$ cat src/rtl/ripple_serial_subtractor_if.sv
// Operand/result handshake bundle for the bit-serial subtractor.
// master = producer of operands and consumer of results, slave = the subtractor.
interface ripple_serial_subtractor_if #(
  parameter int DATA_W = 6
);
  logic              in_valid;
  logic              in_ready;
  logic [DATA_W-1:0] X;
  logic [DATA_W-1:0] Y;
  logic              B_in;
  logic              out_valid;
  logic              out_ready;
  logic [DATA_W-1:0] D;
  logic              B_out;

  modport master (
    output in_valid, X, Y, B_in, out_ready,
    input  in_ready, out_valid, D, B_out
  );

  modport slave (
    input  in_valid, X, Y, B_in, out_ready,
    output in_ready, out_valid, D, B_out
  );
endinterface

$ cat src/rtl/ripple_serial_subtractor.sv
// Bit-serial X - Y - B_in using one full-subtractor slice per cycle, LSB first.
// Optional macro SUB_SATURATE_EN clamps D to zero whenever the final borrow is set.
module ripple_serial_subtractor #(
  parameter int DATA_W = 6
) (
  input logic                        clk,
  input logic                        rst_n,
  ripple_serial_subtractor_if.slave  bus
);

  localparam int                CNT_W = $clog2(DATA_W);
  localparam logic [CNT_W-1:0]  LAST  = CNT_W'(DATA_W - 1);

  typedef enum logic [1:0] {IDLE, BUSY, DONE} state_t;

  state_t            state;
  state_t            state_nxt;
  logic              in_ready;
  logic              out_valid;
  logic              accept;

  logic [DATA_W-1:0] x_sh;
  logic [DATA_W-1:0] y_sh;
  logic [DATA_W-1:0] res_sh;
  logic [DATA_W-1:0] d_q;
  logic              borrow;
  logic              b_out_q;
  logic [CNT_W-1:0]  cnt;
  logic              d_bit;
  logic              b_bit;
  logic [DATA_W-1:0] d_full;

`ifdef SUB_SATURATE_EN
  function automatic logic [DATA_W-1:0] saturate_d(input logic [DATA_W-1:0] d,
                                                   input logic              b);
    return b ? '0 : d;
  endfunction
`endif

  always_ff @(posedge clk or negedge rst_n) begin
    if (!rst_n) state <= IDLE;
    else        state <= state_nxt;
  end

  always_comb begin
    state_nxt = state;
    in_ready  = 1'b0;
    out_valid = 1'b0;
    accept    = 1'b0;
    case (state)
      IDLE: begin
        in_ready = 1'b1;
        if (bus.in_valid) begin
          accept    = 1'b1;
          state_nxt = BUSY;
        end
      end
      BUSY: begin
        if (cnt == LAST) state_nxt = DONE;
      end
      DONE: begin
        out_valid = 1'b1;
        if (bus.out_ready) state_nxt = IDLE;
      end
      default: state_nxt = IDLE;
    endcase
  end

  assign bus.in_ready  = in_ready;
  assign bus.out_valid = out_valid;
  assign bus.D         = d_q;
  assign bus.B_out     = b_out_q;

  // Full-subtractor slice on the current LSBs; the last result bit lands in the MSB.
  always_comb begin
    d_bit  = x_sh[0] ^ y_sh[0] ^ borrow;
    b_bit  = (~x_sh[0] & y_sh[0]) | (~x_sh[0] & borrow) | (y_sh[0] & borrow);
    d_full = {d_bit, res_sh[DATA_W-1:1]};
  end

  // D/B_out only update on the final slice, so they keep the last result in IDLE/BUSY.
  always_ff @(posedge clk or negedge rst_n) begin
    if (!rst_n) begin
      x_sh    <= '0;
      y_sh    <= '0;
      res_sh  <= '0;
      d_q     <= '0;
      borrow  <= 1'b0;
      b_out_q <= 1'b0;
      cnt     <= '0;
    end else if (accept) begin
      x_sh   <= bus.X;
      y_sh   <= bus.Y;
      borrow <= bus.B_in;
      cnt    <= '0;
    end else if (state == BUSY) begin
      x_sh   <= x_sh >> 1;
      y_sh   <= y_sh >> 1;
      borrow <= b_bit;
      res_sh <= d_full;
      cnt    <= cnt + 1'b1;
      if (cnt == LAST) begin
`ifdef SUB_SATURATE_EN
        d_q <= saturate_d(d_full, b_bit);
`else
        d_q <= d_full;
`endif
        b_out_q <= b_bit;
      end
    end
  end

endmodule

$ cat src/flat_wrapper.sv
// flat-port wrapper written by rule: the top's interface ports become plain ports
module ripple_serial_subtractor_flat 
#(
  parameter int DATA_W = 6
)
  (clk, rst_n, bus_in_valid, bus_X, bus_Y, bus_B_in, bus_out_ready, bus_in_ready, bus_out_valid, bus_D, bus_B_out);
  ripple_serial_subtractor_if #(.DATA_W(DATA_W)) bus_i ();
  input logic clk;
  input logic rst_n;
  input wire logic [$bits(bus_i.in_valid)-1:0] bus_in_valid;
  input wire logic [$bits(bus_i.X)-1:0] bus_X;
  input wire logic [$bits(bus_i.Y)-1:0] bus_Y;
  input wire logic [$bits(bus_i.B_in)-1:0] bus_B_in;
  input wire logic [$bits(bus_i.out_ready)-1:0] bus_out_ready;
  output wire logic [$bits(bus_i.in_ready)-1:0] bus_in_ready;
  output wire logic [$bits(bus_i.out_valid)-1:0] bus_out_valid;
  output wire logic [$bits(bus_i.D)-1:0] bus_D;
  output wire logic [$bits(bus_i.B_out)-1:0] bus_B_out;
  assign bus_i.in_valid = bus_in_valid;
  assign bus_i.X = bus_X;
  assign bus_i.Y = bus_Y;
  assign bus_i.B_in = bus_B_in;
  assign bus_i.out_ready = bus_out_ready;
  assign bus_in_ready = bus_i.in_ready;
  assign bus_out_valid = bus_i.out_valid;
  assign bus_D = bus_i.D;
  assign bus_B_out = bus_i.B_out;
  ripple_serial_subtractor #(.DATA_W(DATA_W)) u_core (.clk(clk), .rst_n(rst_n), .bus(bus_i));
endmodule
$ cat config.mk
export PLATFORM = sky130hd
export DESIGN_NAME = ripple_serial_subtractor_flat
export DESIGN_NICKNAME = d
export VERILOG_FILES = /design/src/rtl/ripple_serial_subtractor_if.sv /design/src/rtl/ripple_serial_subtractor.sv /design/src/flat_wrapper.sv
export SDC_FILE = /design/constraint.sdc
export NUM_CORES = 1
export LEC_CHECK = 0
export BUFFER_PORTS_ARGS = -buffer_cell sky130_fd_sc_hd__buf_2
export CAP_MARGIN = 20
export CORE_MARGIN = 2
export CORE_UTILIZATION = 45
export DETAILED_ROUTE_END_ITERATION = 8
export PLACE_DENSITY = 0.78
export SLEW_MARGIN = 20
export SYNTH_ARGS = -nofsm -noshare
export SYNTH_HDL_FRONTEND = slang
export SYNTH_SLANG_ARGS = --single-unit
export TNS_END_PERCENT = 50
$ cat constraint.sdc
create_clock -name clk -period 1.5 [get_ports clk]
set_clock_uncertainty 0.2 [all_clocks]
set_input_delay 0.3 -clock clk [delete_from_list [all_inputs] [get_ports clk]]
set_output_delay 0.3 -clock clk [all_outputs]
set_load 0.005 [all_outputs]
==> results of run 1 <==
## metal layers
metal  GRT usage [%]  part of all wire [%]  routed length [µm]
met1            25.7                    42                1440
met2            33.5                    52                1790
met3            7.14                   3.2                 109
met4            11.1                   2.5                  85
met5               0                     0                   0
## power by group
group | leakage [nW] | switching, mW | internal [mW]
clock network | 0.0353 | 0.275 | 0.227
registers | 0.358 | 0.288 | 1.21
logic | 0.568 | 0.848 | 1.16
total | 0.961 | 1.41 | 2.60
## kinds of logic (layout without fill, tap and decap cells)
kind of cell / after synthesis / in the layout / synth area share, %
AOI/OAI and AO/OA: 19 / 19 / 12.0
adders and majority gates: 3 / 3 / 3.21
buffers and inverters: 18 / 72 / 5.98
DFF: 30 / 30 / 53.5
muxes: 13 / 13 / 10.2
and+or+nand+nor: 25 / 25 / 15.1
## registers in the layout, summed over array words and instances (netlist names)
signal	count
u_core.bus.D	6
u_core.x_sh	6
u_core.y_sh	6
u_core.res_sh	5
u_core.cnt	3
u_core.state	2
u_core.borrow	1
u_core.bus.B_out	1
## how the worst max path moves through the flow
stage                                            from                     endpoint  slack (ns)  depth (start not counted)
after floorplan           u_core.state[1]$_DFFE_PN0P_   u_core.x_sh[0]$_DFFE_PN0P_        0.02                          3
after global placement    u_core.state[1]$_DFFE_PN0P_   u_core.x_sh[3]$_DFFE_PN0P_       -0.06                          3
after detailed placement    u_core.cnt[1]$_DFFE_PN0P_  u_core.bus.D[1]$_DFFE_PN0P_       -0.06                          4
after CTS                 u_core.state[1]$_DFFE_PN0P_                bus_out_valid       -0.24                          5
after global routing      u_core.state[1]$_DFFE_PN0P_                bus_out_valid       -0.28                          5
final                     u_core.state[1]$_DFFE_PN0P_                bus_out_valid       -0.22                          5
## final cells by class
| class | instances | share of cell area (%) |
|---|---|---|
| Inverter | 11 | 2.08 |
| Clock buffer | 7 | 2.77 |
| Tap cell | 33 | 2.08 |
| Timing Repair Buffer | 53 | 19.6 |
| Multi-Input combinational cell | 60 | 35.4 |
| Sequential cell | 30 | 37.8 |
| Clock inverter | 1 | 0.252 |
## cell usage after synthesis (2+ instances only)
library cell	n
nor4b_1	6
inv_1	11
nor3b_1	7
o221a_2	5
or4b_1	5
mux2i_1	3
buf_2	4
a211oi_1	6
ha_1	2
nand2b_1	2
mux2_2	10
dfrtp_1	30
## metrics by stage
| step | utilization, % | power [mW] | setup slack (ns) |
|---|---|---|---|
| global placement | 55.8 | 2.96 | -0.0559 |
| detailed placement | 55.8 | 3.06 | -0.0640 |
| global route | 66.2 | 4.27 | -0.280 |
| finish | 66.2 | 4.01 | -0.224 |
| CTS | 63.7 | 3.84 | -0.237 |
| floorplan | - | 2.45 | 0.0191 |
## what timing repair did
item | CTS | global route
gates resized for setup | 19 | 9
gates cloned | 0 | 0
pin swaps | 8 | 1
hold endpoints to repair | 31 | 0
setup buffers | 8 | 1
hold buffers | 2 | 0
setup endpoints to repair | 20 | 26
==> run metrics, run 1 <==
Post-Synthesis Cells=108; pin count of the biggest net entering global routing=19; Cell Chain, Critical Path=buf_6, buf_6, nand2b_4, inv_2, buf_6; first-pass GRT wire length=between 5000 and 6000 µm; Ports=26; Fill cells=around 210; actual slew at the worst max-slew pin=around 0.33 ns; Post-Syn Area=between 0.001 and 0.0015 mm²; internal reg-to-reg setup slack=-0.14 ns; routed vias=roughly 1100; most frequent CP cell=buf_6; 1st-pass router iterations=4; area leader, netlist=dfrtp_1; top_reg_cell synth=dfrtp_1; final setup vio count=25; Synthesis Warnings=0; maxcap violations=0; Critical Path AT=~1.2 ns; global route total overflow=0; Initial Utilization=between 40% and 50%; dpl cell area=roughly 0.0017 mm²; antenna viol nets, final=0; CP peak stage delay=~0.46 ns; Die Y=around 60 µm; asr flop ratio synth=100%; Min-Delay Endpoint=u_core.x_sh[5]$_DFFE_PN0P_; sequential-to-total area share from yosys stat=53.5%; Placed Cells incl. Taps=roughly 180; hold path depth=2; Global Route Usage Sum=a little over a fifth; Pleak=between 0.9 and 1 nW; DR vias/cell=~5.7; design area=around 0.0020 mm²; Die Width=~60 µm; Synth Area per Inst=around 13 µm²; clk sinks=30; FF+latch area=approximately 750 µm²; antenna violations before repair=0; Site Rows=20; drt initial violations=28; Synth Register Bits=30; area of the core=0.00300 mm²; Hold Vio Cnt, Final=0; CP Max Fanout=6; RSZ-0062 raised after global routing=true; most common cell after layout, fill and taps aside=dfrtp_1; Max Freq=580 MHz; Synth cell types=29; Post-Route WL=~3400 µm; failing checks=negative setup slack; EDFF count, synth=0; Worst Setup End Kind=primary output; n_diodes=0; fin worst setup slack=-0.224 ns; Pins Over Slew Limit=0; worst-path cell with the longest stage delay=dfrtp_2; status=finished with violations; hold path start=bus_X[5]; Max rail drop VDD=1.04 mV; final HPWL from detailed placement=approximately 2100 µm; area of the multi-input gates=between 700 and 800 µm²; kind of critical path=reg -> out; worst min-delay path category=in -> reg; Hold WS=0.0168 ns; final worst path period share=115%; Final Wtd Congestion=about 0.82; worst r2r dst=u_core.y_sh[4]$_DFFE_PN0P_; worst-case clock buffer depth=2; top post-synthesis cells by area=dfrtp_1 54%, mux2_2 8.0%, o221a_2 4.0%; full die area=roughly 0.0036 mm²; Syn Nets=about 130; reg2reg start=u_core.state[0]$_DFFE_PN0P_; minimum clock period=about 1.7 ns; Yosys top cell area share=between 50% and 60%; layout cells sized above 1=~54%; drt wl/cell=between 15 and 20 µm; vias in the first global route=roughly 1200; Layout Area Growth over Synthesis=41.7%; Final #Nets=181; Worst slew margin=between 70% and 80%; CTS tree=yes; most frequent cells in the layout=29 x dfrtp_1, 24 x buf_2, 19 x buf_4; Post-Layout Cell Count=around 200; number of buffers created by CTS=5; clock-pin transition on the worst setup and hold timing paths=around 0.1 ns; Root Buffer=clkbuf_4; worst path required time=1.00 ns; Worst setup SP type=flip-flop; Residual DRC=0; Top Family by Delay on Critical Path=flip-flops; Cell Pwr Density=just over 2000 mW/mm²; clock latency on the worst-skew pair=~0.34 ns; H-Tree Depth=2; port bufs=25; Final TNS setup=-2.07 ns; Buf/Inv on CP=4; R2R cell count=4
No activity file was read; power rests on OpenSTA's default activity.
==> run 2: changes to the inputs <==
- SETUP_SLACK_MARGIN: unset -> 0.5
==> run 2 against run 1 <==
Compared with the run above:
- sequential share of layout area decreased by 2.1 points
- count of clock-buffer cells in the layout stayed put
- global-route usage grew 0.25 points
- core utilization is 3.8 points higher
- largest power group unchanged
- final cell count fell by 0.51%
- the run ends with negative hold slack, negative setup slack left
==> run metrics, run 2 (synthesized netlist as in run 1, its figures left out) <==
worst min-delay path category=in -> async; Die Width=59.8 µm (unchanged); Max rail drop VDD=1.05 mV (+1.0%); clock latency on the worst-skew pair=0.34 ns (about the same); Global Route Usage Sum=21.5% (+0.25 points); sequential fraction of design power=34.5% (-2.8 points); global route total overflow=0 (unchanged); H-Tree Depth=2 (unchanged); CTS tree=yes; n_diodes=0 (unchanged); kind of critical path=reg -> out; GR Layer Usage met1=28.4% (+2.7 points); Pleak=0.987 nW (+2.7%); clock-pin transition on the worst setup and hold timing paths=0.10 ns (about the same); area of the multi-input gates=812 µm² (+15%); final worst path period share=113% (-2.2 points); fin worst setup slack=-0.191 ns (+0.0326 ns); final setup vio count=21 (-16%); Layout Area Growth over Synthesis=49.9%; Worst slew margin=77.8% (-0.29 points); Hold WS=-0.360 ns (-0.377 ns); 1st-pass router iterations=4 (unchanged); RSZ-0062 raised after global routing=true; grt peak-use layer=met2; failing checks=negative hold slack, negative setup slack; Ports=26 (unchanged); vias in the first global route=1092 (-6.2%); Hold Vio Cnt, Final=30 (+30); met2 Usage GRT=33.1% (-0.47 points); area of the core=0.00300 mm² (unchanged); Worst Setup End Kind=primary output; Post-Route WL=3760 µm (+9.7%); Die Y=59.8 µm (unchanged); Placed Cells incl. Taps=170 (-4.0%); first-pass GRT wire length=5520 µm (+2.2%); drt initial violations=30 (+7.1%); full die area=0.00358 mm² (unchanged); Max Freq=591 MHz (+1.9%); DR vias/cell=5.87 (+3.2%); Root Buffer=clkbuf_4; drt wl/cell=19.4 µm (+10%); Internal=2.79 mW (+7.3%); number of buffers created by CTS=5 (unchanged); maxcap violations=0 (unchanged); routed vias=1139 (+2.7%); CP Max Fanout=3 (-3); pin count of the biggest net entering global routing=20 (+1); Clock Power Share=12.1% (-0.4 points); worst-case clock buffer depth=2 (unchanged); Final #Nets=180 (-0.55%); Fill cells=189 (-11%); minimum clock period=1.69 ns (-0.0326 ns); Residual DRC=0 (unchanged); antenna violations before repair=0 (unchanged); final HPWL from detailed placement=1990 µm (-6.1%); Site Rows=20 (unchanged); FF+latch area=751 µm² (-0.17%); Final Wtd Congestion=0.804 (-2.1%); Final TNS setup=-1.86 ns (+0.202 ns); most frequent cells in the layout=30 x dfrtp_1, 25 x buf_2, 17 x buf_6; port bufs=25 (unchanged); Initial Utilization=46.7% (unchanged); clk sinks=30 (unchanged); Critical Path AT=1.19 ns (-0.03 ns); net switching power=1.58 mW (+12%); Comb pwr share=53.4% (+3.2 points); worst path required time=1.00 ns (about the same); R2R cell count=4 (unchanged); reg2reg start=u_core.state[1]$_DFFE_PN0P_; Pins Over Slew Limit=0 (unchanged); Net Sw Frac=36.2% (+1.0 points); met3 usage=4.55% (-2.6 points); core occupancy in the finished layout=70.0% (+3.8 points); layout cells sized above 1=62.1% (+7.8 points); status=finished with violations; actual slew at the worst max-slew pin=0.333 ns (+0.00438 ns); Post-Layout Cell Count=194 (-0.51%); internal reg-to-reg setup slack=-0.18 ns (-0.04 ns); antenna viol nets, final=0 (unchanged); worst r2r dst=u_core.x_sh[3]$_DFFE_PN0P_; most common cell after layout, fill and taps aside=dfrtp_1; total power=4.37 mW (+9.0%); Cell Pwr Density=2080 mW/mm² (+3.1%); Worst setup SP type=flip-flop
==> run 2: cell count changes in the layout (fill, tap and decap cells not counted), sizes merged <==
| cell | delta |
|---|---|
| dlygate4sd3 | -2 |
| o21bai | +1 |
==> run 2: final cells by class <==
| cell class | instances | share of cell area [%] |
|---|---|---|
| inverters | 11 | 1.96 |
| repair buffers | 51 | 18.9 |
| well taps | 33 | 1.96 |
| clock inverters | 1 | 0.238 |
| flip-flops and latches | 30 | 35.7 |
| clock buffers | 7 | 2.62 |
| multi-input cells | 61 | 38.6 |
==> run 2: layer usage <==
metal / wire, µm / vias to the layer above
li1: - / 515
met1: 1560 / 585
met2: 1970 / 24
met3: 83 / 15
met4: 143 / 0
met5: 0 / -
==> run 2: worst max-delay path: stages, from the launching register on <==
cell and delay [ns]:
dfrtp_1 0.44, buf_6 0.14, nand2b_4 0.14, inv_2 0.04
buf_2 0.09
==> run 2: power by group through the flow <==
stage	sequential, mW	combinational [mW]	clock [mW]
after global placement	1.45	1.47	0
after floorplan	1.42	1.13	0
after CTS	1.47	2.01	0.529
after global routing	1.55	2.51	0.566
after detailed placement	1.47	1.53	0
final	1.51	2.33	0.531
==> run 2: through the flow <==
step	instance area, µm²	hold WS, ns	setup slack [ns]
3_5_place_dp	1650	0.0150	-0.0203
5_1_grt	2100	-0.356	-0.221
2_1_floorplan	1450	-0.196	0.0641
4_1_cts	1970	-0.360	-0.172
3_3_place_gp	1650	0.0129	0.0219
6_report	2100	-0.360	-0.191
==> run 2: worst max path at each step <==
stage,startpoint,endpoint,slack (ns),cells after the start
final,u_core.state[0]$_DFFE_PN0P_,bus_out_valid,-0.19,4
after global routing,u_core.state[0]$_DFFE_PN0P_,bus_out_valid,-0.22,4
after CTS,u_core.state[0]$_DFFE_PN0P_,bus_out_valid,-0.17,4
after detailed placement,u_core.state[1]$_DFFE_PN0P_,u_core.y_sh[4]$_DFFE_PN0P_,-0.02,3
after global placement,u_core.state[1]$_DFFE_PN0P_,u_core.y_sh[4]$_DFFE_PN0P_,0.02,3
after floorplan,u_core.state[1]$_DFFE_PN0P_,u_core.x_sh[0]$_DFFE_PN0P_,0.06,3
==> run 2: what timing repair did <==
action,CTS,global route
gates cloned,1,0
gates resized for setup,32,18
setup buffers,10,5
pin swaps,14,9
setup endpoints to repair,39,39
endpoints found under the hold margin,31,30
==> run 3: changes to the inputs <==
- ABC_AREA: unset -> 1
- PLACE_DENSITY: 0.78 -> unset
- PLACE_DENSITY_LB_ADDON: unset -> 0.15
- SKIP_LAST_GASP: unset -> 1
==> run 3 against run 2 <==
Compared with the run above:
- the flow still finishes with violations (negative hold slack, negative setup slack)
- register-to-register slack improved by 0.21 ns
- sequential power shrank 7%
- via count grew 5.1%
- die area decreased by 2.5%
- worst hold slack gained 0.015 ns
- final cell count up 21%
- critical path depth decreased by 2
- global-route usage shrank 1.6 points
- combinational power decreased by 24%
- first-iteration DRC count rose by 30%
- synthesized cell count up 48%
- highest routed layer unchanged
==> run metrics, run 3 <==
kind of critical path=reg -> out; FF+latch area=753 µm² (+0.33%); sequential-to-total area share from yosys stat=55.0% (+1.5 points); antenna viol nets, final=0 (unchanged); Global Route Usage Sum=19.9% (-1.6 points); worst path required time=1.00 ns (about the same); clock-pin transition on the worst setup and hold timing paths=0.10 ns (about the same); Syn Nets=180 (+41%); DR vias/cell=5.09 (-13%); full die area=0.00349 mm² (-2.5%); CTS tree=yes; first-pass GRT wire length=5020 µm (-9.0%); minimum clock period=1.55 ns (-0.138 ns); Place WS=0.0891 ns (+0.109 ns); Max rail drop VDD=0.900 mV (-15%); total power=3.70 mW (-15%); global route total overflow=0 (unchanged); Hold Vio Cnt, Final=31 (+3.3%); drt initial violations=39 (+30%); Critical Path AT=1.05 ns (-0.14 ns); number of buffers created by CTS=5 (unchanged); Yosys top cell area share=55.0% (+1.5 points); Synth Area per Inst=8.53 µm² (-34%); area of the multi-input gates=608 µm² (-25%); layout cells sized above 1=32.4% (-30 points); vias in the first global route=1134 (+3.8%); EDFF count, synth=0 (unchanged); largest family of logic cells by synthesized area=simple AND/OR/NAND/NOR gates; Compound-Gate Fraction of Synth Area=5.68% (-6.4 points); maxcap violations=0 (unchanged); asr flop ratio synth=100% (unchanged); Pins Over Slew Limit=0 (unchanged); most frequent cells in the layout=55 x nand2_1, 28 x dfrtp_1, 25 x buf_2; area share of fa/ha/maj cells after synthesis=3.30% (+0.088 points); final worst path period share=104% (-9.2 points); area of the core=0.00283 mm² (-5.8%); routed vias=1197 (+5.1%); Die Y=59.1 µm (-1.3%); status=finished with violations; Final #Nets=223 (+24%); Cell Pwr Density=2050 mW/mm² (-1.2%); Synth cell types=15 (-48%); area leader, netlist=dfrtp_1; Ports=26 (unchanged); H-Tree Depth=2 (unchanged); Root Buffer=clkbuf_4; worst min-delay path category=in -> async; final setup vio count=2 (-90%); internal reg-to-reg setup slack=0.03 ns (+0.21 ns); CP Max Fanout=3 (unchanged); top post-synthesis cells by area=dfrtp_1 55%, nand2_1 17%, nand3_1 7.3%; Max Freq=644 MHz (+8.9%); failing checks=negative hold slack, negative setup slack; Initial Utilization=48.3% (+1.5 points); Synthesis Warnings=0 (unchanged); clk sinks=30 (unchanged); worst-case clock buffer depth=2 (unchanged); Post-synth top cells=61 x nand2_1, 30 x dfrtp_1, 20 x nand3_1; most frequent cell after synthesis=nand2_1; Pleak=0.959 nW (-2.9%); Layout Area Growth over Synthesis=31.8%; core occupancy in the finished layout=63.6% (-6.4 points); port bufs=25 (unchanged); Site Rows=19 (-5.0%); drt wl/cell=12.9 µm (-33%); antenna violations before repair=0 (unchanged); fin worst setup slack=-0.0530 ns (+0.138 ns); most common cell after layout, fill and taps aside=nand2_1; post-synthesis mux area share=0% (-10 points); Final Wtd Congestion=0.757 (-5.9%); pin count of the biggest net entering global routing=17 (-15%); Hold WS=-0.345 ns (+0.0149 ns); actual slew at the worst max-slew pin=0.353 ns (+0.0204 ns); n_diodes=0 (unchanged); Synth Area in XOR/XNOR=0% (unchanged); RSZ-0062 raised after global routing=true; Post-Syn Area=0.00137 mm² (-2.7%); top_reg_cell synth=dfrtp_1; Post-Synth Simple-Gate Area=29.7% (+15 points); Worst slew margin=76.5% (-1.4 points); R2R cell count=7 (+3); Post-Route WL=3040 µm (-19%); Residual DRC=0 (unchanged); Die Width=59.1 µm (-1.3%); final HPWL from detailed placement=2040 µm (+2.5%); 1st-pass router iterations=4 (unchanged); Synth Register Bits=30 (unchanged); Post-Synthesis Cells=160 (+48%); clock latency on the worst-skew pair=0.33 ns (about the same); Fill cells=258 (+37%); Worst setup SP type=flip-flop; Worst Setup End Kind=primary output
run 3: cell count changes in the layout (fill, tap and decap cells not counted), moves of 5 or more:
cell,previous run,this run
a211oi_2,6,0
nand2_1,0,55
nor3b_1,5,0
buf_6,17,7
nor4b_4,6,0
o21ai_1,0,9
nand3b_1,0,7
nand3_1,0,20
mux2_2,7,0
run 3: what timing repair did:
action                                 CTS  global route
endpoints found under the hold margin   24            15
pin swaps                                3             3
setup endpoints to repair               39            39
cloned                                   1             1
buffers inserted                         8             2
resized for setup                       10            12
run 3: routing by layer:
metal	vias to the layer above	wire (µm)	GRT usage [%]
li1	607	-	-
met1	556	1260	23.3
met2	29	1590	33.7
met3	5	138	3.93
met4	0	58	11.4
met5	-	0	0
run 3: critical path, stage by stage (launching register included):
cell and delay [ns]:
dfrtp_2 0.47, nor2_4 0.13, buf_2 0.12
run 3: through the flow:
step / cell area [µm²] / std cells / setup TNS (ns)
5_1_grt: 1800 / 235 / -0.176
6_report: 1800 / 235 / -0.0800
2_1_floorplan: 1450 / 160 / 0
3_5_place_dp: 1580 / 215 / 0
3_3_place_gp: 1580 / 215 / 0
4_1_cts: 1740 / 232 / -0.0765
run 3: layout make-up:
class                      count  share of cell area, %
multi-input combinational    113                   33.8
tap                           31                   2.16
sequential                    30                   41.9
clock buffer                   8                   3.27
inverter                      11                   2.71
timing repair buffer          42                   16.2
run 3: logic make-up after synthesis:
family,after synthesis
adder cells (fa/ha/maj),3
AND/OR/NAND/NOR,93
buffers and inverters,19
AO/OA/AOI/OAI,15
flip-flops,30
run 3: path summary, 6_finish.rpt:
path	startpoint	end
worst max-delay path	u_core.state[1]$_DFFE_PN0P_	bus_in_ready
min in group clk	bus_out_ready	u_core.state[1]$_DFFE_PN0P_
worst max register to register	u_core.state[1]$_DFFE_PN0P_	u_core.y_sh[2]$_DFFE_PN0P_
max in group asynchronous	rst_n	u_core.y_sh[3]$_DFFE_PN0P_
worst min register to register	u_core.bus.B_out$_DFFE_PN0P_	u_core.bus.B_out$_DFFE_PN0P_
worst min-delay path	rst_n	u_core.bus.D[0]$_DFFE_PN0P_
run 3: power breakdown:
group          leakage, nW  total (mW)  internal, mW  switching (mW)
sequential           0.377        1.41          1.17           0.236
combinational        0.549        1.77         0.823           0.950
clock               0.0326       0.517         0.231           0.286
total                0.959        3.70          2.23            1.47
